$ cat src/rtl/rv32i_decode_stage_pkg.sv
// Shared types and constants for the RV32I decode stage.
package rv32i_decode_stage_pkg;

  localparam int unsigned DPW = 32;
  localparam int unsigned ADW = 5;

  // Major opcode field, instr[6:0].
  typedef enum logic [6:0] {
    R_TYPE      = 7'b0110011,
    I_TYPE_ALU  = 7'b0010011,
    I_TYPE_LOAD = 7'b0000011,
    S_TYPE      = 7'b0100011,
    B_TYPE      = 7'b1100011
  } instr_type_t;

  // ADD_OP must stay at encoding 0 so an all-zero beat reads as ADD_OP.
  typedef enum logic [3:0] {
    ADD_OP = 4'd0,
    SUB_OP = 4'd1,
    AND_OP = 4'd2,
    OR_OP  = 4'd3,
    XOR_OP = 4'd4,
    SLL_OP = 4'd5,
    SRL_OP = 4'd6,
    SRA_OP = 4'd7,
    BEQ_OP = 4'd8
  } alu_op_t;

  localparam logic [2:0] F3_ADD_SUB = 3'b000;
  localparam logic [2:0] F3_SLL     = 3'b001;
  localparam logic [2:0] F3_WORD    = 3'b010;
  localparam logic [2:0] F3_XOR     = 3'b100;
  localparam logic [2:0] F3_SR      = 3'b101;
  localparam logic [2:0] F3_OR      = 3'b110;
  localparam logic [2:0] F3_AND     = 3'b111;
  localparam logic [2:0] F3_BEQ     = 3'b000;

  localparam logic [6:0] F7_BASE = 7'b0000000;
  localparam logic [6:0] F7_ALT  = 7'b0100000;

  typedef struct packed {
    instr_type_t    itype;
    alu_op_t        alu_op;
    logic [ADW-1:0] rs1;
    logic [ADW-1:0] rs2;
    logic [ADW-1:0] rd;
    logic [DPW-1:0] imm;
    logic           wen;
    logic           illegal;
  } dec_beat_t;

endpackage

$ cat src/rtl/rv32i_decode_stage_decoder.sv
// Pure combinational RV32I instruction cracker: raw word -> decoded beat.
module rv32i_decoder
  import rv32i_decode_stage_pkg::*;
(
  input  logic [DPW-1:0] instr_i,
  output dec_beat_t      dec_o
);

  logic [2:0]     f3;
  logic [6:0]     f7;
  logic [DPW-1:0] imm_i, imm_s, imm_b;

  assign f3    = instr_i[14:12];
  assign f7    = instr_i[31:25];
  assign imm_i = {{20{instr_i[31]}}, instr_i[31:20]};
  assign imm_s = {{20{instr_i[31]}}, instr_i[31:25], instr_i[11:7]};
  assign imm_b = {{19{instr_i[31]}}, instr_i[31], instr_i[7], instr_i[30:25], instr_i[11:8], 1'b0};

  logic           legal;
  logic           wen_raw;
  logic           is_imm;
  alu_op_t        alu;
  logic [DPW-1:0] imm;

  // Classify by opcode/funct fields; any unrecognised encoding falls back to a safe illegal beat.
  always_comb begin
    legal   = 1'b0;
    wen_raw = 1'b0;
    is_imm  = 1'b0;
    alu     = ADD_OP;
    imm     = '0;
    unique case (instr_i[6:0])
      R_TYPE, I_TYPE_ALU: begin
        is_imm  = (instr_i[6:0] == I_TYPE_ALU);
        wen_raw = 1'b1;
        imm     = is_imm ? imm_i : '0;
        // For immediate forms f7 is part of the immediate except on shifts.
        case (f3)
          F3_ADD_SUB: begin
            if (is_imm || f7 == F7_BASE) begin
              legal = 1'b1;
              alu   = ADD_OP;
            end else if (f7 == F7_ALT) begin
              legal = 1'b1;
              alu   = SUB_OP;
            end
          end
          F3_AND: begin legal = is_imm || f7 == F7_BASE; alu = AND_OP; end
          F3_OR:  begin legal = is_imm || f7 == F7_BASE; alu = OR_OP;  end
          F3_XOR: begin legal = is_imm || f7 == F7_BASE; alu = XOR_OP; end
          F3_SLL: begin legal = (f7 == F7_BASE);         alu = SLL_OP; end
          F3_SR: begin
            if (f7 == F7_BASE) begin
              legal = 1'b1;
              alu   = SRL_OP;
            end else if (f7 == F7_ALT) begin
              legal = 1'b1;
              alu   = SRA_OP;
            end
          end
          default: ;
        endcase
      end
      I_TYPE_LOAD: begin
        legal   = (f3 == F3_WORD);
        wen_raw = 1'b1;
        imm     = imm_i;
      end
      S_TYPE: begin
        legal = (f3 == F3_WORD);
        imm   = imm_s;
      end
      B_TYPE: begin
        legal = (f3 == F3_BEQ);
        alu   = BEQ_OP;
        imm   = imm_b;
      end
      default: ;
    endcase
  end

  // Assemble the beat; register fields are always the raw instruction fields.
  always_comb begin
    dec_o         = '0;
    dec_o.itype   = instr_type_t'(instr_i[6:0]);
    dec_o.rs1     = instr_i[19:15];
    dec_o.rs2     = instr_i[24:20];
    dec_o.rd      = instr_i[11:7];
    dec_o.alu_op  = legal ? alu : ADD_OP;
    dec_o.imm     = legal ? imm : '0;
    dec_o.wen     = legal && wen_raw && (instr_i[11:7] != '0);
    dec_o.illegal = !legal;
  end

endmodule

$ cat src/rtl/rv32i_decode_stage.sv
// Registered decode stage: one-entry valid/ready pipeline register around rv32i_decoder.
module rv32i_decode_stage
  import rv32i_decode_stage_pkg::*;
(
  input  logic           clk_i,
  input  logic           arst_ni,
  input  logic           flush_i,
  input  logic           in_valid_i,
  output logic           in_ready_o,
  input  logic [DPW-1:0] in_pc_i,
  input  logic [DPW-1:0] in_instr_i,
  output logic           out_valid_o,
  input  logic           out_ready_i,
  output logic [DPW-1:0] out_pc_o,
  output logic [6:0]     out_type_o,
  output logic [3:0]     out_alu_op_o,
  output logic [ADW-1:0] out_rs1_o,
  output logic [ADW-1:0] out_rs2_o,
  output logic [ADW-1:0] out_rd_o,
  output logic [DPW-1:0] out_imm_o,
  output logic           out_wen_o,
  output logic           out_illegal_o
);

  dec_beat_t      dec;
  dec_beat_t      beat_q, beat_d;
  logic [DPW-1:0] pc_q, pc_d;
  logic           valid_q, valid_d;
  logic           accept;

  rv32i_decoder u_decoder (
    .instr_i (in_instr_i),
    .dec_o   (dec)
  );

  assign in_ready_o = !valid_q || out_ready_i;
  assign accept     = in_valid_i && in_ready_o && !flush_i;

  // Next-state: flush beats accept, accept beats drain, otherwise hold.
  always_comb begin
    valid_d = valid_q;
    beat_d  = beat_q;
    pc_d    = pc_q;
    if (flush_i) begin
      valid_d = 1'b0;
    end else if (accept) begin
      valid_d = 1'b1;
      beat_d  = dec;
      pc_d    = in_pc_i;
    end else if (out_ready_i) begin
      valid_d = 1'b0;
    end
  end

  // Pipeline register; all-zero reset doubles as ADD_OP on the alu field.
  always_ff @(posedge clk_i or negedge arst_ni) begin
    if (!arst_ni) begin
      valid_q <= 1'b0;
      beat_q  <= '0;
      pc_q    <= '0;
    end else begin
      valid_q <= valid_d;
      beat_q  <= beat_d;
      pc_q    <= pc_d;
    end
  end

  assign out_valid_o   = valid_q;
  assign out_pc_o      = pc_q;
  assign out_type_o    = beat_q.itype;
  assign out_alu_op_o  = beat_q.alu_op;
  assign out_rs1_o     = beat_q.rs1;
  assign out_rs2_o     = beat_q.rs2;
  assign out_rd_o      = beat_q.rd;
  assign out_imm_o     = beat_q.imm;
  assign out_wen_o     = beat_q.wen;
  assign out_illegal_o = beat_q.illegal;

endmodule

$ cat config.mk
export PLATFORM = sky130hd
export DESIGN_NAME = rv32i_decode_stage
export DESIGN_NICKNAME = d
export VERILOG_FILES = /design/src/rtl/rv32i_decode_stage_pkg.sv /design/src/rtl/rv32i_decode_stage_decoder.sv /design/src/rtl/rv32i_decode_stage.sv
export SDC_FILE = /design/constraint.sdc
export NUM_CORES = 1
export LEC_CHECK = 0
export CORE_UTILIZATION = 40
export CTS_BUF_LIST = sky130_fd_sc_hd__clkbuf_8
export DETAILED_ROUTE_END_ITERATION = 12
export MAX_ROUTING_LAYER = met4
export PLACE_DENSITY = 0.75
export SLEW_MARGIN = 20
export SYNTH_ARGS = -nofsm -noshare
export SYNTH_HDL_FRONTEND = slang
export SYNTH_HIERARCHICAL = 1
export SYNTH_SLANG_ARGS = --single-unit
$ cat constraint.sdc
create_clock -name clk_i -period 1.35 [get_ports clk_i]
set_input_delay 0.2025 -clock clk_i [delete_from_list [all_inputs] [get_ports clk_i]]
set_output_delay 0.2025 -clock clk_i [all_outputs]
set_load 0.005 [all_outputs]
==> impl_metrics.csv <==
group,metric,value,unit
status,status,"finished, violations left",
status,violations,"DRC, setup timing",
floorplanning,pin_count,163,
drt,post_drt_wl_per_cell,17.8,um
timing,finalHoldViolCount,0,
drt,vias_per_cell,4.91,
worst_setup_path,crit_type,"in2reg",
timing,fin_tns_setup,-23680,ps
synth,ys.flop_type,"dfrtp_1",
final_layout,drive_gt1_frac,0.467,
worst_setup_path,r2r_slack,-250,ps
drt,routed-via-count,3411,
timing,clock_skew,6.87,ps
global_route,antenna_found_initial,0,
global_route,grt_max_degree,32,
clock_network,ctsHtreeMaxLevel,3,
timing,rsz0062_at_grt,"true",
synth,synth_edf_count,0,
worst_setup_path,crit_fanout,20,
final_layout,diodes,0,
global_route,track_usage,0.212,
clock_network,clock_path_buffers,2,
timing,fmax,579,MHz
clock_network,clk_latency,350,ps
timing,hold_slack,221,ps
timing,fin_crit,1730,ps
floorplanning,dieArea,12300,sq um
global_route,grt_pass1_wl,19.8,mm
synth,ys_types,45,
clock_network,cts_root_buf,"clkbuf_8",
placed_design,hpwl,7.99,mm
synth,syn-cell-area,4760,sq um
synth,syn_inst,325,
worst_setup_path,cp-end-kind,"register",
drt,finalWirelength,12.3,mm
floorplanning,die_w,111,um
power_and_ir_drop,p_total,7.44,mW
clock_network,clock-sinks,93,
synth,synth_top_area_share,0.489,
clock_network,cts_tree,"built",
clock_network,clk_pin_slew,90,ps
drt,ant_nets,0,
timing,fin_ws,-376,ps
global_route,grt-ovfl-total,0,
synth,synth.most_common_cell,"dfrtp_1",
placed_design,pre_cts_slack,-1040,ps
synth,ys_ff_latch,93,
synth,yosysTopAreaCell,"dfrtp_1",
global_route,grt_pass1_vias,3750,
timing,worst_pin_slew,491,ps
worst_setup_path,cp_data_arrival_time,2020,ps
final_layout,stdcell_count,695,
power_and_ir_drop,leakagePower,3.69,nW
floorplanning,core,11500,sq um
synth,synthTopCellsByCount,"dfrtp_1 (93), mux2_4 (80), buf_4 (42)",
final_layout,syn2layout_area_growth,58.8,%
drt,drc,15,
synth,syn_nets,394,
min_path,hold_class,"in2reg",
floorplanning,die_h,111,um
final_layout,final_area,7560,sq um
clock_network,numCtsBuffers,9,
final_layout,final_nets,616,
timing,post-route-period-util,1.28,
worst_setup_path,cp-start-kind,"input pin",
floorplanning,initial_core_util,0.414,
placed_design,placedCellCount,627,
power_and_ir_drop,vdd_ir_drop_max,588,uV
flow_run,drv_cap,0,
placed_design,postPlaceCellArea,6620,sq um
synth,ys_seq_area_frac,0.489,
placed_design,port_buffers,162,
placed_design,place.gp.congestion,0.869,
drt,drt_iter0_markers,166,
synth,ys_top_cells_by_area,"dfrtp_1 (49%), mux2_4 (25%), buf_4 (6.6%)",
worst_setup_path,crit_required,1650,ps
synth,synth_warnings,6,
power_and_ir_drop,power_density,983,nW/um^2
timing,slew-limit-headroom,0.673,
floorplanning,rows,39,
drt,firstDrtPassIters,8,
synth,synth_async_sr_flop_share,1.00,
final_layout,fillers,875,
final_layout,fin_util,0.657,
timing,slew_violations,0,
synth,avgSynthCellArea,14.7,sq um
timing,setup_viol,92,
area by class of cell:
cell class	instances	area [sq um]	share of cell area
multi-input combinational	172	2200	0.291
clock inverter	6	134	0.0177
tap	143	179	0.0237
clock buffer	10	138	0.0182
inverter	2	7.51	0.000993
timing repair buffer	269	2580	0.341
sequential	93	2330	0.308
worst max-delay path: stages:
cell	delay [ps]
buf_6	90
or4_4	610
o41ai_2	390
a211oi_2	180
a21boi_4	200
buf_12	160
mux2_2	160
worst paths after layout:
check                                    startpoint                        end  cells past startpoint
max                                  in_instr_i[31]  out_imm_o[31]$_DFFE_PN0P_                      7
min                                  in_instr_i[25]   out_imm_o[5]$_DFFE_PN0P_                      3
max reg2reg                 out_valid_o$_DFFE_PN0P_   out_pc_o[18]$_DFFE_PN0P_                      6
min reg2reg                out_pc_o[23]$_DFFE_PN0P_   out_pc_o[23]$_DFFE_PN0P_                      1
max in group asynchronous                   arst_ni   out_imm_o[8]$_DFFE_PN0P_                      3
min in group asynchronous                   arst_ni  out_imm_o[23]$_DFFE_PN0P_                      2
layer usage:
metal,global-route usage,up-vias,routed length [um]
met3,0.0350,19,534
met4,0.0892,0,229
met2,0.361,112,6350
li1,-,1568,-
met5,-,-,0
met1,0.248,1712,5230
kinds of logic after synthesis:
| logic type | after synthesis | synth area share |
|---|---|---|
| simple gates | 47 | 0.0678 |
| mux | 93 | 0.283 |
| buf+inv | 60 | 0.113 |
| flops | 93 | 0.489 |
| xor+xnor | 1 | 0.00184 |
| compound gates | 31 | 0.0465 |
cell usage in the layout (no fill, tap or decap), types with 4 or more instances in the layout:
cell type and count:
mux2_4 91, nand2_1 5, buf_6 16, buf_4 77
dlygate4sd2_1 100, nor2_1 6, clkbuf_8 10, bufinv_16 4
nor4_4 4, buf_12 11, dfrtp_1 93, nor2b_1 4
a22oi_1 4, clkdlybuf4s50_1 50, clkdlybuf4s15_1 4
flip-flops by register name, summed over array words and instances (netlist names):
| name | flops |
|---|---|
| out_alu_op_o | 4 |
| out_rs1_o | 5 |
| out_rd_o | 5 |
| out_imm_o | 32 |
| out_wen_o | 1 |
| out_valid_o | 1 |
| out_pc_o | 32 |
| out_illegal_o | 1 |
| out_type_o | 7 |
| out_rs2_o | 5 |
repair_timing:
| action | in CTS | in global routing |
|---|---|---|
| endpoints found under the hold margin | 22 | 0 |
| gates cloned | 5 | 1 |
| pin swaps | 10 | 6 |
| setup buffers | 49 | 1 |
| gates resized for setup | 175 | 26 |
| endpoints found under the setup margin | 186 | 93 |
| hold buffers | 1 | 0 |
power by group:
part	switching (mW)	leakage [nW]	internal [mW]
registers	0.160	1.17	3.07
clock network	0.975	0.136	1.47
logic	0.607	2.38	1.16
total	1.74	3.69	5.70
Power figures use the tool's default switching activity.
